===== src/rtl/vmem_pkg.sv =====
// Shared video-memory definitions: raster defaults, address layout and fill FSM states.
// Writer and scan-out both use vmem_addr() so the pixel address format lives in one place.
package vmem_pkg;

  localparam int DEF_H_ACTIVE = 640;
  localparam int DEF_V_ACTIVE = 480;
  localparam int DEF_COLOR_W  = 12;
  localparam int VADDR_W      = 19;
  localparam int COORD_W      = 10;

  typedef enum logic [1:0] {
    ST_IDLE  = 2'd0,
    ST_SETUP = 2'd1,
    ST_FILL  = 2'd2,
    ST_DONE  = 2'd3
  } fill_state_t;

  function automatic logic [VADDR_W-1:0] vmem_addr(input logic [COORD_W-1:0] x,
                                                   input logic [8:0]         y);
    return {x, y};
  endfunction

endpackage


===== src/rtl/rect_scan.sv =====
// Raster counter for one rectangle: loads bounds and origin, then steps row-major, x inner.
// Holds on the last pixel so neither counter can run past the clipped corner.
module rect_scan
  import vmem_pkg::*;
(
  input  logic               clk,
  input  logic               rst,
  input  logic               i_load,
  input  logic               i_step,
  input  logic [COORD_W-1:0] i_xl,
  input  logic [COORD_W-1:0] i_xh,
  input  logic [COORD_W-1:0] i_yl,
  input  logic [COORD_W-1:0] i_yh,
  output logic [VADDR_W-1:0] o_addr,
  output logic               o_last
);

  logic [COORD_W-1:0] r_xl;
  logic [COORD_W-1:0] r_xh;
  logic [COORD_W-1:0] r_yh;
  logic [COORD_W-1:0] r_cx;
  logic [COORD_W-1:0] r_cy;
  logic               w_row_end;

  assign w_row_end = (r_cx == r_xh);
  assign o_last    = w_row_end && (r_cy == r_yh);
  assign o_addr    = vmem_addr(r_cx, r_cy[8:0]);

  always_ff @(posedge clk or posedge rst) begin
    if (rst) begin
      r_xl <= '0;
      r_xh <= '0;
      r_yh <= '0;
      r_cx <= '0;
      r_cy <= '0;
    end else if (i_load) begin
      r_xl <= i_xl;
      r_xh <= i_xh;
      r_yh <= i_yh;
      r_cx <= i_xl;
      r_cy <= i_yl;
    end else if (i_step && !o_last) begin
      if (w_row_end) begin
        r_cx <= r_xl;
        r_cy <= r_cy + 10'd1;
      end else begin
        r_cx <= r_cx + 10'd1;
      end
    end
  end

endmodule


===== src/rtl/vmem_fill.sv =====
// Solid rectangle fill into video memory, one pixel per clock, corners sorted and clipped.
// One command at a time: cmd_ready only in IDLE; inputs seen while busy are ignored.
module vmem_fill
  import vmem_pkg::*;
#(
  parameter int H_ACTIVE = DEF_H_ACTIVE,
  parameter int V_ACTIVE = DEF_V_ACTIVE,
  parameter int COLOR_W  = DEF_COLOR_W
) (
  input  logic               clk,
  input  logic               rst,
  input  logic               cmd_valid,
  output logic               cmd_ready,
  input  logic [9:0]         x0,
  input  logic [9:0]         x1,
  input  logic [9:0]         y0,
  input  logic [9:0]         y1,
  input  logic [COLOR_W-1:0] color,
  output logic               we,
  output logic [VADDR_W-1:0] waddr,
  output logic [COLOR_W-1:0] wdata,
  output logic               busy,
  output logic               done
);

  localparam logic [COORD_W-1:0] X_MAX = COORD_W'(H_ACTIVE - 1);
  localparam logic [COORD_W-1:0] Y_MAX = COORD_W'(V_ACTIVE - 1);

  fill_state_t        r_state;
  fill_state_t        w_state_nxt;

  logic [COORD_W-1:0] r_x0;
  logic [COORD_W-1:0] r_x1;
  logic [COORD_W-1:0] r_y0;
  logic [COORD_W-1:0] r_y1;
  logic [COLOR_W-1:0] r_color;

  logic               r_cmd_ready;
  logic               r_we;
  logic               r_busy;
  logic               r_done;

  logic               w_accept;
  logic [COORD_W-1:0] w_xl;
  logic [COORD_W-1:0] w_xh_raw;
  logic [COORD_W-1:0] w_xh;
  logic [COORD_W-1:0] w_yl;
  logic [COORD_W-1:0] w_yh_raw;
  logic [COORD_W-1:0] w_yh;
  logic               w_offscreen;
  logic               w_load;
  logic               w_step;
  logic               w_last;
  logic [VADDR_W-1:0] w_addr;

  assign w_accept = cmd_valid && r_cmd_ready;

  // Sort on the full 10-bit values, then clip only the high corner.
  assign w_xl        = (r_x0 < r_x1) ? r_x0 : r_x1;
  assign w_xh_raw    = (r_x0 < r_x1) ? r_x1 : r_x0;
  assign w_yl        = (r_y0 < r_y1) ? r_y0 : r_y1;
  assign w_yh_raw    = (r_y0 < r_y1) ? r_y1 : r_y0;
  assign w_xh        = (w_xh_raw > X_MAX) ? X_MAX : w_xh_raw;
  assign w_yh        = (w_yh_raw > Y_MAX) ? Y_MAX : w_yh_raw;
  assign w_offscreen = (w_xl > X_MAX) || (w_yl > Y_MAX);

  rect_scan u_scan (
    .clk    (clk),
    .rst    (rst),
    .i_load (w_load),
    .i_step (w_step),
    .i_xl   (w_xl),
    .i_xh   (w_xh),
    .i_yl   (w_yl),
    .i_yh   (w_yh),
    .o_addr (w_addr),
    .o_last (w_last)
  );

  always_ff @(posedge clk or posedge rst) begin
    if (rst) r_state <= ST_IDLE;
    else     r_state <= w_state_nxt;
  end

  always_comb begin
    w_state_nxt = r_state;
    w_load      = 1'b0;
    w_step      = 1'b0;
    case (r_state)
      ST_IDLE: begin
        if (w_accept) w_state_nxt = ST_SETUP;
      end
      ST_SETUP: begin
        if (w_offscreen) begin
          w_state_nxt = ST_DONE;
        end else begin
          w_load      = 1'b1;
          w_state_nxt = ST_FILL;
        end
      end
      ST_FILL: begin
        w_step = 1'b1;
        if (w_last) w_state_nxt = ST_DONE;
      end
      ST_DONE: begin
        w_state_nxt = ST_IDLE;
      end
      default: begin
        w_state_nxt = ST_IDLE;
      end
    endcase
  end

  always_ff @(posedge clk or posedge rst) begin
    if (rst) begin
      r_x0    <= '0;
      r_x1    <= '0;
      r_y0    <= '0;
      r_y1    <= '0;
      r_color <= '0;
    end else if (w_accept) begin
      r_x0    <= x0;
      r_x1    <= x1;
      r_y0    <= y0;
      r_y1    <= y1;
      r_color <= color;
    end
  end

  // Status flags are registered copies of the next-state decode so they align with the state.
  always_ff @(posedge clk or posedge rst) begin
    if (rst) begin
      r_cmd_ready <= 1'b1;
      r_we        <= 1'b0;
      r_busy      <= 1'b0;
      r_done      <= 1'b0;
    end else begin
      r_cmd_ready <= (w_state_nxt == ST_IDLE);
      r_we        <= (w_state_nxt == ST_FILL);
      r_busy      <= (w_state_nxt != ST_IDLE);
      r_done      <= (w_state_nxt == ST_DONE);
    end
  end

  assign cmd_ready = r_cmd_ready;
  assign we        = r_we;
  assign waddr     = w_addr;
  assign wdata     = r_color;
  assign busy      = r_busy;
  assign done      = r_done;

endmodule


===== config.mk =====
export PLATFORM = sky130hd
export DESIGN_NAME = vmem_fill
export DESIGN_NICKNAME = d
export VERILOG_FILES = /design/src/rtl/vmem_pkg.sv /design/src/rtl/rect_scan.sv /design/src/rtl/vmem_fill.sv
export SDC_FILE = /design/constraint.sdc
export NUM_CORES = 1
export LEC_CHECK = 0
export ABC_CLOCK_PERIOD_IN_PS = 3520
export BUFFER_PORTS_ARGS = -buffer_cell sky130_fd_sc_hd__buf_4
export CAP_MARGIN = 20
export CORE_ASPECT_RATIO = 0.8
export CORE_MARGIN = 2
export CORE_UTILIZATION = 25
export CTS_CLUSTER_DIAMETER = 80
export DETAILED_ROUTE_END_ITERATION = 10
export REMOVE_ABC_BUFFERS = 1
export SYNTH_ARGS = -nofsm -noshare
export SYNTH_HDL_FRONTEND = slang
export SYNTH_SLANG_ARGS = --single-unit
export TNS_END_PERCENT = 30

===== constraint.sdc =====
create_clock -name clk -period 3.52 [get_ports clk]
set_input_delay 0.352 -clock clk [delete_from_list [all_inputs] [get_ports clk]]
set_output_delay 0.352 -clock clk [all_outputs]
set_load 0.02 [all_outputs]

# Word level (Yosys, flattened, before mapping)
# Index checks and enable logic that the tools add are counted.
# word_totals
register_bits,108
in_bits,55
word_cells,60
# op_classes
n_addsub,2
order_cmp,6
eq_ne,7
mux,19
reduce_logical,11
# op_table
cell,n
two-way mux 10 bit,12
"adder 10 x 1 -> 10 bit, second input constant",2
== test 10 bit,2
"greater-than comparator 10 bit, second input constant",2
"greater-than comparator 10 x 9 -> 1 bit, second input constant",2
less-than comparator 10 bit,2
"== test 2 bit, second input constant",4
one-hot mux 2 bit (4 select lines),1
nonzero test 2 bit,3
logical NOT 2 bit,2
two-way mux 1 bit,4
two-way mux 2 bit,2
logical AND 1 bit,3
"== test 2 x 1 -> 1 bit, second input constant",1
AND reduction 2 bit,1
logical NOT 1 bit,1
logical OR 1 bit,1

# Depth between registers and ports, before layout
# Gate-level depths: netlist (run 1).
# depth
ltp_word,8
ltp_mapped,10
ltp_nobuf,9

# Modules after synthesis
# From an unflattened synthesis (run 1), not the netlist that was laid out.
# hier_totals
cells_unflattened,560
area_unflattened_um2,5963.2
# modules_own_cells
mod,n_inst,cells_per_inst,area_per_inst_um2,seq_area_each_um2
vmem_fill,1,301,3233.1,1452.6
rect_scan,1,259,2730.1,1251.2

# Worst setup path after synthesis (run 1)
# No wires, ideal clock.
# synth_path
kind,register -> register
start,register r_y0[3]
end,register u_scan.r_xh[0]
setup_time_ns,0.127
arrival_time_ns,2.398
setup_slack_ns,0.995
stages_incl_launch_ff,10
n_path_buf,1
synth_period_minus_slack_ns,2.525
cell_sequence,dfrtp_1 -> ha_1 -> a211o_1 -> a21oi_1 -> o21ai_1 -> a21oi_4 -> mux2i_1 -> nand4_2 -> buf_6 -> mux2_1
# synth_via
elab_chain_len,6
# synth_rtl
element,line_no,source
start: declaration,vmem_fill.sv:34,logic [COORD_W-1:0] r_y0;
start signal: assignment,vmem_fill.sv:124,r_y0 <= y0;
less-than comparator 10 bit,vmem_fill.sv:61,assign w_yl = (r_y0 < r_y1) ? r_y0 : r_y1;
two-way mux 10 bit (*),vmem_fill.sv:61,
greater-than comparator 10 x 9 -> 1 bit (*),vmem_fill.sv:65,assign w_offscreen = (w_xl > X_MAX) || (w_yl > Y_MAX);
logical OR 1 bit (*),vmem_fill.sv:65,
two-way mux 1 bit (*),vmem_fill.sv:94,if (w_offscreen) begin
two-way mux 1 bit (*),vmem_fill.sv:89,case (r_state)
end signal: assignment,rect_scan.sv:38,r_xh <= i_xh;
end: declaration,rect_scan.sv:19,logic [COORD_W-1:0] r_xh;
# Every way passes the cells marked *; elsewhere a longest branch is shown, timed or not.
# A chain may end at the register's enable or synchronous reset.

# Final worst setup path (run 1)
# layout_path
start,register r_y0[3]
end,register u_scan.r_yh[3]
# layout_via
elab_chain_len,6
# layout_rtl
element,line_no,source
less-than comparator 10 bit,"vmem_fill.sv:61, vmem_fill.sv:62",
two-way mux 10 bit,vmem_fill.sv:61,
greater-than comparator 10 x 9 -> 1 bit,vmem_fill.sv:65,
logical OR 1 bit,vmem_fill.sv:65,
two-way mux 1 bit,vmem_fill.sv:94,
two-way mux 1 bit,vmem_fill.sv:89,
end signal: assignment,rect_scan.sv:39,r_yh <= i_yh;
end: declaration,rect_scan.sv:20,logic [COORD_W-1:0] r_yh;
# Parallel ways exist; a longest one is shown, timed or not.

==> impl_results.md, run 1 <==
- Post-route DRC: 0
- Tot GR Track Use: 11.6%
- Worst-path clk slew: 0.08 ns
- Setup fix buffers added after clock tree synthesis: 0
- Number of hold buffers added after CTS: 0
- Status: finished clean
- Die area: 24800 um2
- Top cell type by total area after synthesis: dfrtp_1
- Leading cell types in the layout, fill and taps excluded: 107 x dfrtp_1, 98 x buf_4, 53 x mux2_2, 39 x mux2i_1, 37 x inv_1
- Clock tree buffer depth: 2
- Placement-stage cell area: 6890 um2
- Part of the Yosys area used for sequential elements: 46.0%
- Via count of the routed design: 4093
- Final cell area excluding filler cells: 7190 um2
- Min Clock Period, post-route: 2.76 ns
- Antenna Diode Count: 0
- Setup_tns: 0 ns
- Peak supply drop: 409 uV
- Count of maximum capacitance violations: 0
- Total clock sinks: 108
- Worst Hold Class: in2async
- # rows: 50
- Cell at the root of the clock tree: clkbuf_16
- TritonCTS clock tree: built
- Number of distinct library cells after synthesis: 56
- Antenna violations before repair: 0
- Max Freq: 362 MHz
- Worst slack on hold paths: 0.0851 ns
- Leakage power summed over all cells: 3.36 nW
- DRT Wirelength: 13800 um
- Worst setup path category: reg2reg
- Area contributors post-synth: dfrtp_1 46%, mux2_2 10%, mux2i_1 6.6%
- Launch point of the worst path: r_y0[3]
- Clk Latency, worst-skew pair: 0.36 ns
- Share of flip-flops with an asynchronous set or reset: 100%
- Max H-tree Level: 3
- Total half-perimeter wirelength after legalization and detailed placement: 9900 um
- Final critical-path share of the clock period: 78.4%
- Number of synthesized flops with an enable pin: 0
- Port Buffer Count: 89
- Setup crit end kind: register
- Post-layout utilization of the core: 30.9%
- Count of warnings emitted by yosys: 0
- Ratio of cells with drive above 1 in the final layout: 29.2%
- Reg2reg start: r_y0[3]
- Arrival time reported for the critical path endpoint: 3.00 ns
- Number of cells after detailed placement: 915
- Iteration-0 DRC Markers: 245
- Power density over the cells: 1010 nW/um2
- Commonest non-fill, non-tap cell in the layout: dfrtp_1
- Non-filler cells, final: 931
- GPL Wtd Cong: 0.808
- Die Wd: 176 um
- RSZ-0062 raised after global routing: false
- Area share of the largest cell type after synthesis: 45.5%
- WP data required: 3.76 ns
- Worst slew margin relative to its limit: 55.1%
- Synthesized instance count: 533
- Post-cts sizing count: 0
- Vias per cell: 4.40
- Flip-flop and latch count after synthesis: 108
- Largest clock skew in the final design: 0.00932 ns
- Initial Util: 25.3%
- Via count of the first global-routing pass: 4116
- Total iterations of the first detailed-routing run: 6
- Cts bufs inserted: 9
- Count of pins over their slew limit: 0
- Core box area: 23300 um2
- Largest net degree at the start of global routing: 59
- Vertical extent of the die: 141 um
- Post-layout net count: 692
- Transition time of the tightest slew-check pin: 0.674 ns
- Nature of the critical path startpoint: register
- Top FF cell, synth: dfrtp_1
- Detail Route Antenna Nets: 0
- Fin. Hold Viols: 0
- Global-route wire length before repair: 22400 um
- Final setup violating endpoints: 0
- Area overhead of the layout relative to synthesis: 22.2%
- Overflow left after global routing: 0
- Mapped cell area: 5880 um2
- Final routed wire length divided by cell count: 14.8 um
- Largest fanout of any net on the critical path: 20
- Synthesized area per cell: 11.0 um2
- Top-Level Pins: 90
==> synthesized netlist by cell type, types with 2 or more instances <==
| cell | count |
|---|---|
| dfrtp_1 | 107 |
| mux2_2 | 53 |
| mux2i_1 | 39 |
| inv_1 | 38 |
| a21oi_1 | 32 |
| nor2_1 | 30 |
| ha_1 | 23 |
| nand2_1 | 23 |
| mux2_1 | 19 |
| nor3_1 | 19 |
| xor2_1 | 15 |
| xnor2_1 | 14 |
| buf_4 | 12 |
| clkbuf_1 | 10 |
| nand4_1 | 8 |
| o21ai_0 | 8 |
| a31oi_1 | 6 |
| nand2b_1 | 5 |
| nand3_1 | 5 |
| o21a_1 | 5 |
| o22ai_1 | 5 |
| and3_1 | 4 |
| buf_1 | 4 |
| and2_1 | 3 |
| o21ai_1 | 3 |
| o22a_1 | 3 |
| o31ai_1 | 3 |
| or3_1 | 3 |
| a211o_1 | 2 |
| a211oi_1 | 2 |
| buf_2 | 2 |
| buf_6 | 2 |
| nand3b_1 | 2 |
| nor3b_1 | 2 |
==> final cells by class <==
cell class / instances / area [um2]
multi-input combinational: 357 / 2880
fill: 2433 / 16100
clock buffer: 10 / 229
timing repair buffer: 100 / 776
sequential: 108 / 2700
inverter: 38 / 145
tap: 312 / 390
clock inverter: 6 / 70.1
==> critical path, cell delays in order (launching register included) <==
cell and delay, ns:
dfrtp_1 0.41, ha_1 0.32, a211o_1 0.30, a21oi_1 0.11, o21ai_1 0.12, a21oi_4 0.17
mux2i_1 0.42, nand4_4 0.17, buf_4 0.26, mux2_1 0.33
==> state kept, by name (all words and copies together) (netlist names), 2 cells and up <==
| register | count |
|---|---|
| r_x1 | 10 |
| u_scan.r_cy | 10 |
| r_state | 2 |
| wdata | 12 |
| u_scan.r_xl | 10 |
| r_y1 | 10 |
| u_scan.r_cx | 10 |
| r_x0 | 10 |
| u_scan.r_yh | 10 |
| u_scan.r_xh | 10 |
| r_y0 | 10 |
==> logic make-up after synthesis <==
| kind of cell | count (synthesis) | share of synthesized area [%] |
|---|---|---|
| adders and majority gates | 23 | 4.89 |
| and+or+nand+nor | 112 | 9.80 |
| AOI/OAI and AO/OA | 82 | 9.21 |
| buffers and inverters | 68 | 5.40 |
| xor gates and xnor gates | 29 | 4.32 |
| muxes | 111 | 20.4 |
| DFF | 108 | 46.0 |
==> stage by stage <==
| stage | setup WS (ns) | total power (W) |
|---|---|---|
| floorplan | -0.555 | 0.00499 |
| global placement | 0.784 | 0.00619 |
| detailed placement | 0.756 | 0.00625 |
| CTS | 0.736 | 0.00736 |
| global route | 0.627 | 0.00789 |
| finish | 0.759 | 0.00726 |
==> path summary, 6_finish.rpt <==
check,to,cells after the start,slack [ns]
worst max register to register,u_scan.r_yh[3],9,0.76
min in group clk,r_y1[2],2,0.22
worst min register to register,r_y1[8],1,0.51
worst min-delay path,wdata[4],2,0.09
worst max-delay path,u_scan.r_yh[3],9,0.76
max in group asynchronous,u_scan.r_xh[4],3,2.67
==> per-layer routing <==
layer / vias up / GRT usage (%) / wire length (um)
met2: 83 / 17.4 / 6050
met5: - / 0 / 0
met3: 12 / 3.88 / 783
li1: 2036 / - / -
met4: 0 / 3.70 / 226
met1: 1962 / 15.9 / 6720
==> report_power, final <==
part           switching [W]  internal (W)  leakage, nW
clock network       0.000492      0.000561        0.148
logic                0.00206       0.00171         1.92
registers           0.000589       0.00185         1.29
total                0.00314       0.00412         3.36
Power figures use the tool's default switching activity.
==> run 2: changes to the inputs <==
--- a/config.mk
+++ b/config.mk
@@ -5,7 +5,8 @@
 export SDC_FILE = /design/constraint.sdc
 export NUM_CORES = 1
 export LEC_CHECK = 0
-export ABC_CLOCK_PERIOD_IN_PS = 3520
+export ABC_AREA = 1
+export ABC_CLOCK_PERIOD_IN_PS = 2700
 export BUFFER_PORTS_ARGS = -buffer_cell sky130_fd_sc_hd__buf_4
 export CAP_MARGIN = 20
 export CORE_ASPECT_RATIO = 0.8
==> constraint.sdc (replaced) <==
create_clock -name clk -period 2.7 [get_ports clk]
set_input_delay 0.27 -clock clk [delete_from_list [all_inputs] [get_ports clk]]
set_output_delay 0.27 -clock clk [all_outputs]
set_load 0.02 [all_outputs]
==> impl_results.md, run 2 <==
- Largest clock skew in the final design: 0.00913 ns
- Worst path most repeated cell: nand2_1
- Combinational family with the most area after synthesis: simple AND/OR/NAND/NOR gates
- Detail Route Antenna Nets: 0
- Worst Hold Class: in2reg
- Final critical-path share of the clock period: 94.2%
- Cts bufs inserted: 9
- Leakage power summed over all cells: 3.82 nW
- Fraction of synthesized cell area in xor and xnor cells: 3.34%
- Complex-gate fraction of the synthesized area: 11.0%
- Post-layout net count: 926
- Max Freq: 393 MHz
- WP data required: 2.96 ns
- Clk Latency, worst-skew pair: 0.36 ns
- Area share of fa/ha/maj cells after synthesis: 4.77%
- Peak supply drop: 616 uV
- Vertical extent of the die: 143 um
- Critical path buffers and inverters: 3
- Placement-stage cell area: 7040 um2
- Final cell area excluding filler cells: 7580 um2
- Worst-path clk slew: 0.08 ns
- Number of synthesized flops with an enable pin: 0
- Die area: 25400 um2
- Tot GR Track Use: 12.3%
- Synthesized instance count: 754
- Ratio of cells with drive above 1 in the final layout: 21.1%
- Post-route DRC: 0
- Worst setup path category: reg2reg
- Worst slew margin relative to its limit: 70.9%
- Mapped cell area: 6040 um2
- Min Clock Period, post-route: 2.54 ns
- Count of warnings emitted by yosys: 0
- Transition time of the tightest slew-check pin: 0.436 ns
- # rows: 50
- Setup crit end kind: register
- Launch point of the worst path: r_y1[9]
- Antenna Diode Count: 0
- Number of cells after detailed placement: 1134
- Cell at the root of the clock tree: clkbuf_16
- Worst path slowest cell: dfrtp_1
- Largest fanout of any net on the critical path: 10
- Via count of the first global-routing pass: 4807
- Power density over the cells: 1330 nW/um2
- Top FF cell, synth: dfrtp_1
- Arrival time reported for the critical path endpoint: 2.80 ns
- Longest individual stage delay on the worst path: 0.37 ns
- Share of flip-flops with an asynchronous set or reset: 100%
- Commonest non-fill, non-tap cell in the layout: nand2_1
- Global-route wire length before repair: 24700 um
- Reg2reg start: r_y1[9]
- Via count of the routed design: 5151
- Clock tree buffer depth: 2
- Largest net degree at the start of global routing: 86
- Vias per cell: 4.42
- Largest delay share family, worst path: simple AND/OR/NAND/NOR gates
- Multiplexer share of the synthesized area: 3.73%
- Max H-tree Level: 3
- TritonCTS clock tree: built
- Port Buffer Count: 89
- Hold Crit Start: y0[1]
- Library cell with the highest instance count after synthesis: nand2_1
- Number of distinct library cells after synthesis: 38
- Total iterations of the first detailed-routing run: 4
- Flip-flop and latch count after synthesis: 108
- Overflow left after global routing: 0
- Post-place setup slack: 0.0582 ns
- Area share of the largest cell type after synthesis: 44.3%
- DRT Wirelength: 15300 um
- Top-Level Pins: 90
- Non-filler cells, final: 1165
- Area contributors post-synth: dfrtp_1 44%, nand2_1 13%, inv_1 5.3%
- Final routed wire length divided by cell count: 13.1 um
- Top cells by count, synth: 206 x nand2_1, 107 x dfrtp_1, 86 x inv_1, 55 x nor2_1, 41 x a21oi_1
- Status: finished clean
- Initial Util: 25.6%
- Count of maximum capacitance violations: 0
- Largest register FFs: 12
- Count of pins over their slew limit: 0
- Total half-perimeter wirelength after legalization and detailed placement: 11200 um
- Top cell type by total area after synthesis: dfrtp_1
- Nature of the critical path startpoint: register
- Antenna violations before repair: 0
- Leading cell types in the layout, fill and taps excluded: 204 x nand2_1, 107 x dfrtp_1, 104 x buf_4, 84 x inv_1, 50 x nor2_1
- Total clock sinks: 108
- Synthesized area per cell: 8.01 um2
- GPL Wtd Cong: 0.843
- Simple-gate share of the synthesized area: 23.5%
- Cell-by-cell trace of the critical path: inv_1 > ha_1 > nand2_1 > a21oi_2 > nor2_4 > nand3_4 > nand2_1 > nand2_1 > nor2_2 > nand2_4 > nand4_4 > buf_12 > buf_2 > o21ai_0 > nand2_1 > nand2_1
- Core box area: 23600 um2
- Area overhead of the layout relative to synthesis: 25.6%
- Worst path setup slack after routing: 0.156 ns
- Iteration-0 DRC Markers: 262
- Fin. Hold Viols: 0
- Die Wd: 178 um
- Final setup violating endpoints: 0
- Part of the Yosys area used for sequential elements: 44.8%
- Total power after layout: 0.0101 W
[run 2: changes by cell type in the layout (fill, tap and decap cells not counted), sizes merged, moves of 38 or more]
cell and change:
nand2 +185, o21ai +53, inv +52, mux2 -52, mux2i -39, nand3 +38
[run 2: final cells by class]
type / count / area (um2)
clock buffer: 9 / 225
clock inverter: 7 / 58.8
fill: 2511 / 16000
inverter: 90 / 353
multi-input combinational: 523 / 2870
sequential: 108 / 2700
tap: 312 / 390
timing repair buffer: 115 / 977
timing repair inverter: 1 / 8.76
[run 2: cells by family after synthesis]
family,after synthesis
buf+inv,125
mux,20
flops,108
compound gates,123
simple gates,332
xor+xnor,23
fa+ha+maj,23
[run 2: per-stage QoR]
step                      hold slack, ns  util, %  TNS, ns
after global routing               0.125     32.1  -0.0285
after detailed placement           0.306     29.8        0
after floorplan                    0.421        -   -45.21
after global placement             0.306     29.8        0
final                              0.137     32.1        0
after CTS                          0.121     31.1        0
[run 2: final timing paths]
kind / to / slack [ns] / depth (start not counted)
max: u_scan.r_cy[3] / 0.16 / 16
min in group asynchronous: wdata[5] / 0.48 / 3
max in group asynchronous: cmd_ready / 1.54 / 4
max reg2reg: u_scan.r_cy[3] / 0.16 / 16
min: r_y0[1] / 0.14 / 2
min reg2reg: u_scan.r_xl[3] / 0.48 / 2
[run 2: worst reg2reg max path, delay by kind of cell (launching register included)]
family | cells | cell delay [ns]
flops | 1 | 0.37
fa+ha+maj | 1 | 0.29
buf+inv | 3 | 0.39
simple gates | 10 | 1.21
compound gates | 2 | 0.17
[run 2: power by group]
group | total (W) | internal (W) | switching, W
registers | 0.00297 | 0.00239 | 0.000582
logic | 0.00586 | 0.00231 | 0.00355
clock network | 0.00129 | 0.000643 | 0.000645
total | 0.0101 | 0.00534 | 0.00478
[run 2: what timing repair did]
| action | in CTS | in global routing |
|---|---|---|
| resized for setup | 0 | 24 |
| hold buffers | 1 | 0 |
| setup buffers | 0 | 9 |
| hold endpoints to repair | 28 | 0 |
| endpoints found under the setup margin | 0 | 44 |
[run 2: metal layers]
metal / wire length, um / track usage (%)
met2: 6690 / 18.0
met1: 7790 / 18.0
met5: 0 / 0
met3: 642 / 2.77
met4: 162 / 3.54
==> run 3: changes to the inputs <==
--- a/config.mk
+++ b/config.mk
@@ -5,7 +5,6 @@
 export SDC_FILE = /design/constraint.sdc
 export NUM_CORES = 1
 export LEC_CHECK = 0
-export ABC_AREA = 1
 export ABC_CLOCK_PERIOD_IN_PS = 2700
 export BUFFER_PORTS_ARGS = -buffer_cell sky130_fd_sc_hd__buf_4
 export CAP_MARGIN = 20
==> constraint.sdc (replaced) <==
create_clock -name clk -period 2.7 [get_ports clk]
set_input_delay 0.27 -clock clk [delete_from_list [all_inputs] [get_ports clk]]
set_output_delay 0.27 -clock clk [all_outputs]
set_load 0.005 [all_outputs]
==> impl_results.md, run 3 (synthesized netlist as in run 1, its figures left out) <==
- Detail Route Antenna Nets: 0
- Largest net degree at the start of global routing: 50
- Min Clock Period, post-route: 2.57 ns
- Non-filler cells, final: 961
- Final cell area excluding filler cells: 7510 um2
- Initial Util: 25.3%
- DRT Wirelength: 14300 um
- Post-layout net count: 722
- Commonest non-fill, non-tap cell in the layout: buf_4
- Ratio of cells with drive above 1 in the final layout: 33.1%
- Cell at the root of the clock tree: clkbuf_16
- Largest clock skew in the final design: 0.0108 ns
- Final setup violating endpoints: 0
- Fin. Hold Viols: 0
- Total half-perimeter wirelength after legalization and detailed placement: 10500 um
- Via count of the routed design: 4248
- Worst path setup slack after routing: 0.131 ns
- Post-route DRC: 0
- Setup crit end kind: register
- WP data required: 2.96 ns
- Worst slew margin relative to its limit: 60.5%
- # rows: 50
- Total iterations of the first detailed-routing run: 4
- Worst-path clk slew: 0.08 ns
- Antenna violations before repair: 0
- Number of filler cells placed in the layout: 2426
- Total clock sinks: 108
- Nature of the critical path startpoint: register
- GPL Wtd Cong: 0.859
- Clock tree buffer depth: 2
- Final critical-path share of the clock period: 95.2%
- Post-place setup slack: 0.0808 ns
- Iteration-0 DRC Markers: 185
- Top-Level Pins: 90
- Status: finished clean
- Peak supply drop: 446 uV
- Max H-tree Level: 3
- Largest fanout of any net on the critical path: 6
- Arrival time reported for the critical path endpoint: 2.83 ns
- Placement-stage cell area: 7100 um2
- Vias per cell: 4.42
- Power density over the cells: 1320 nW/um2
- Tot GR Track Use: 12.0%
- Final routed wire length divided by cell count: 14.9 um
- Max Freq: 389 MHz
- Seq. cell area: 2700 um2
- Antenna Diode Count: 0
- Leading cell types in the layout, fill and taps excluded: 124 x buf_4, 107 x dfrtp_1, 53 x mux2_2, 39 x mux2i_1, 37 x inv_1
- Transition time of the tightest slew-check pin: 0.591 ns
- Die area: 24800 um2
- Number of cells after detailed placement: 939
- Count of maximum capacitance violations: 0
- Area overhead of the layout relative to synthesis: 27.6%
- Clk Latency, worst-skew pair: 0.35 ns
- Port Buffer Count: 89
- Overflow left after global routing: 0
- Leakage power summed over all cells: 3.53 nW
- Core box area: 23300 um2
- Worst Hold Class: in2reg
- Cts bufs inserted: 9
- Global-route wire length before repair: 23300 um
- TritonCTS clock tree: built
- Vertical extent of the die: 141 um
- Largest register FFs: 12
- Worst setup path category: reg2reg
- Via count of the first global-routing pass: 4228
- Die Wd: 176 um
- Footprint of the multi-input gates: 2900 um2
- Count of pins over their slew limit: 0
==> run 3: changes by cell type in the layout (fill, tap and decap cells not counted), moves of 8 or more <==
cell     before  now
o21ai_1      24    3
buf_4       104  124
mux2i_1       0   39
mux2_2       20   53
nor3_1        6   19
nand3_1      38    5
xnor2_1       6   14
mux2_1        0   19
inv_1        84   37
o21ai_0      39    7
a21oi_1      40   31
nand4_1      17    8
nor2_1       50   29
nand2_1     204   22
==> run 3: metal layers <==
| metal | vias up | track usage, % | part of all wire, % |
|---|---|---|---|
| li1 | 2103 | - | - |
| met1 | 2069 | 17.0 | 50 |
| met4 | 0 | 2.65 | 0.89 |
| met5 | - | 0 | 0 |
| met3 | 7 | 3.61 | 4.3 |
| met2 | 69 | 18.1 | 45 |
==> run 3: metrics by stage <==
step | hold WS [ns] | TNS (ns) | utilization, % | power, W
2_1_floorplan | 0.421 | -107.61 | - | 0.00620
6_report | 0.140 | 0 | 32.3 | 0.00988
5_1_grt | 0.126 | -0.0349 | 32.3 | 0.0107
4_1_cts | 0.128 | 0 | 31.9 | 0.00983
3_5_place_dp | 0.349 | 0 | 30.5 | 0.00834
3_3_place_gp | 0.343 | 0 | 30.5 | 0.00825
==> run 3: worst paths after layout <==
| kind | from | to | slack (ns) | cells past startpoint |
|---|---|---|---|---|
| hold reg to reg | u_scan.r_yh[9] | u_scan.r_yh[9] | 0.51 | 1 |
| hold / removal | y0[1] | r_y0[1] | 0.14 | 2 |
| max in group asynchronous | rst | u_scan.r_cx[7] | 1.44 | 4 |
| min in group asynchronous | rst | wdata[6] | 0.51 | 3 |
| setup reg to reg | r_y1[3] | u_scan.r_cx[7] | 0.13 | 12 |
| setup / recovery | r_y1[3] | u_scan.r_cx[7] | 0.13 | 12 |
==> run 3: layout make-up <==
cell class,instances,area share [%]
clock buffers,11,3.37
clock inverters,5,0.883
inverters,38,1.93
multi-input cells,357,38.7
flip-flops and latches,108,36.0
well taps,312,5.20
repair buffers,130,13.9
==> run 3: where the power goes <==
group | internal [W] | leakage, nW | switching (W)
combinational | 0.00268 | 2.08 | 0.00259
sequential | 0.00241 | 1.29 | 0.000767
clock | 0.000783 | 0.154 | 0.000643
==> run 3: repair_timing <==
item                                    CTS  global route
gates resized for setup                   0             7
endpoints found under the setup margin    0            48
endpoints found under the hold margin    33             0
hold buffers                              1             0
setup buffers                             0             4
==> run 3: worst max-delay path, stage by stage, from the launching register on <==
cell	delay [ns]
dfrtp_1	0.37
inv_1	0.06
ha_1	0.29
a211o_1	0.31
a21oi_2	0.13
o21ai_2	0.08
a21oi_4	0.16
mux2i_1	0.21
buf_4	0.15
nand4_4	0.15
buf_4	0.21
buf_4	0.17
mux2i_1	0.18
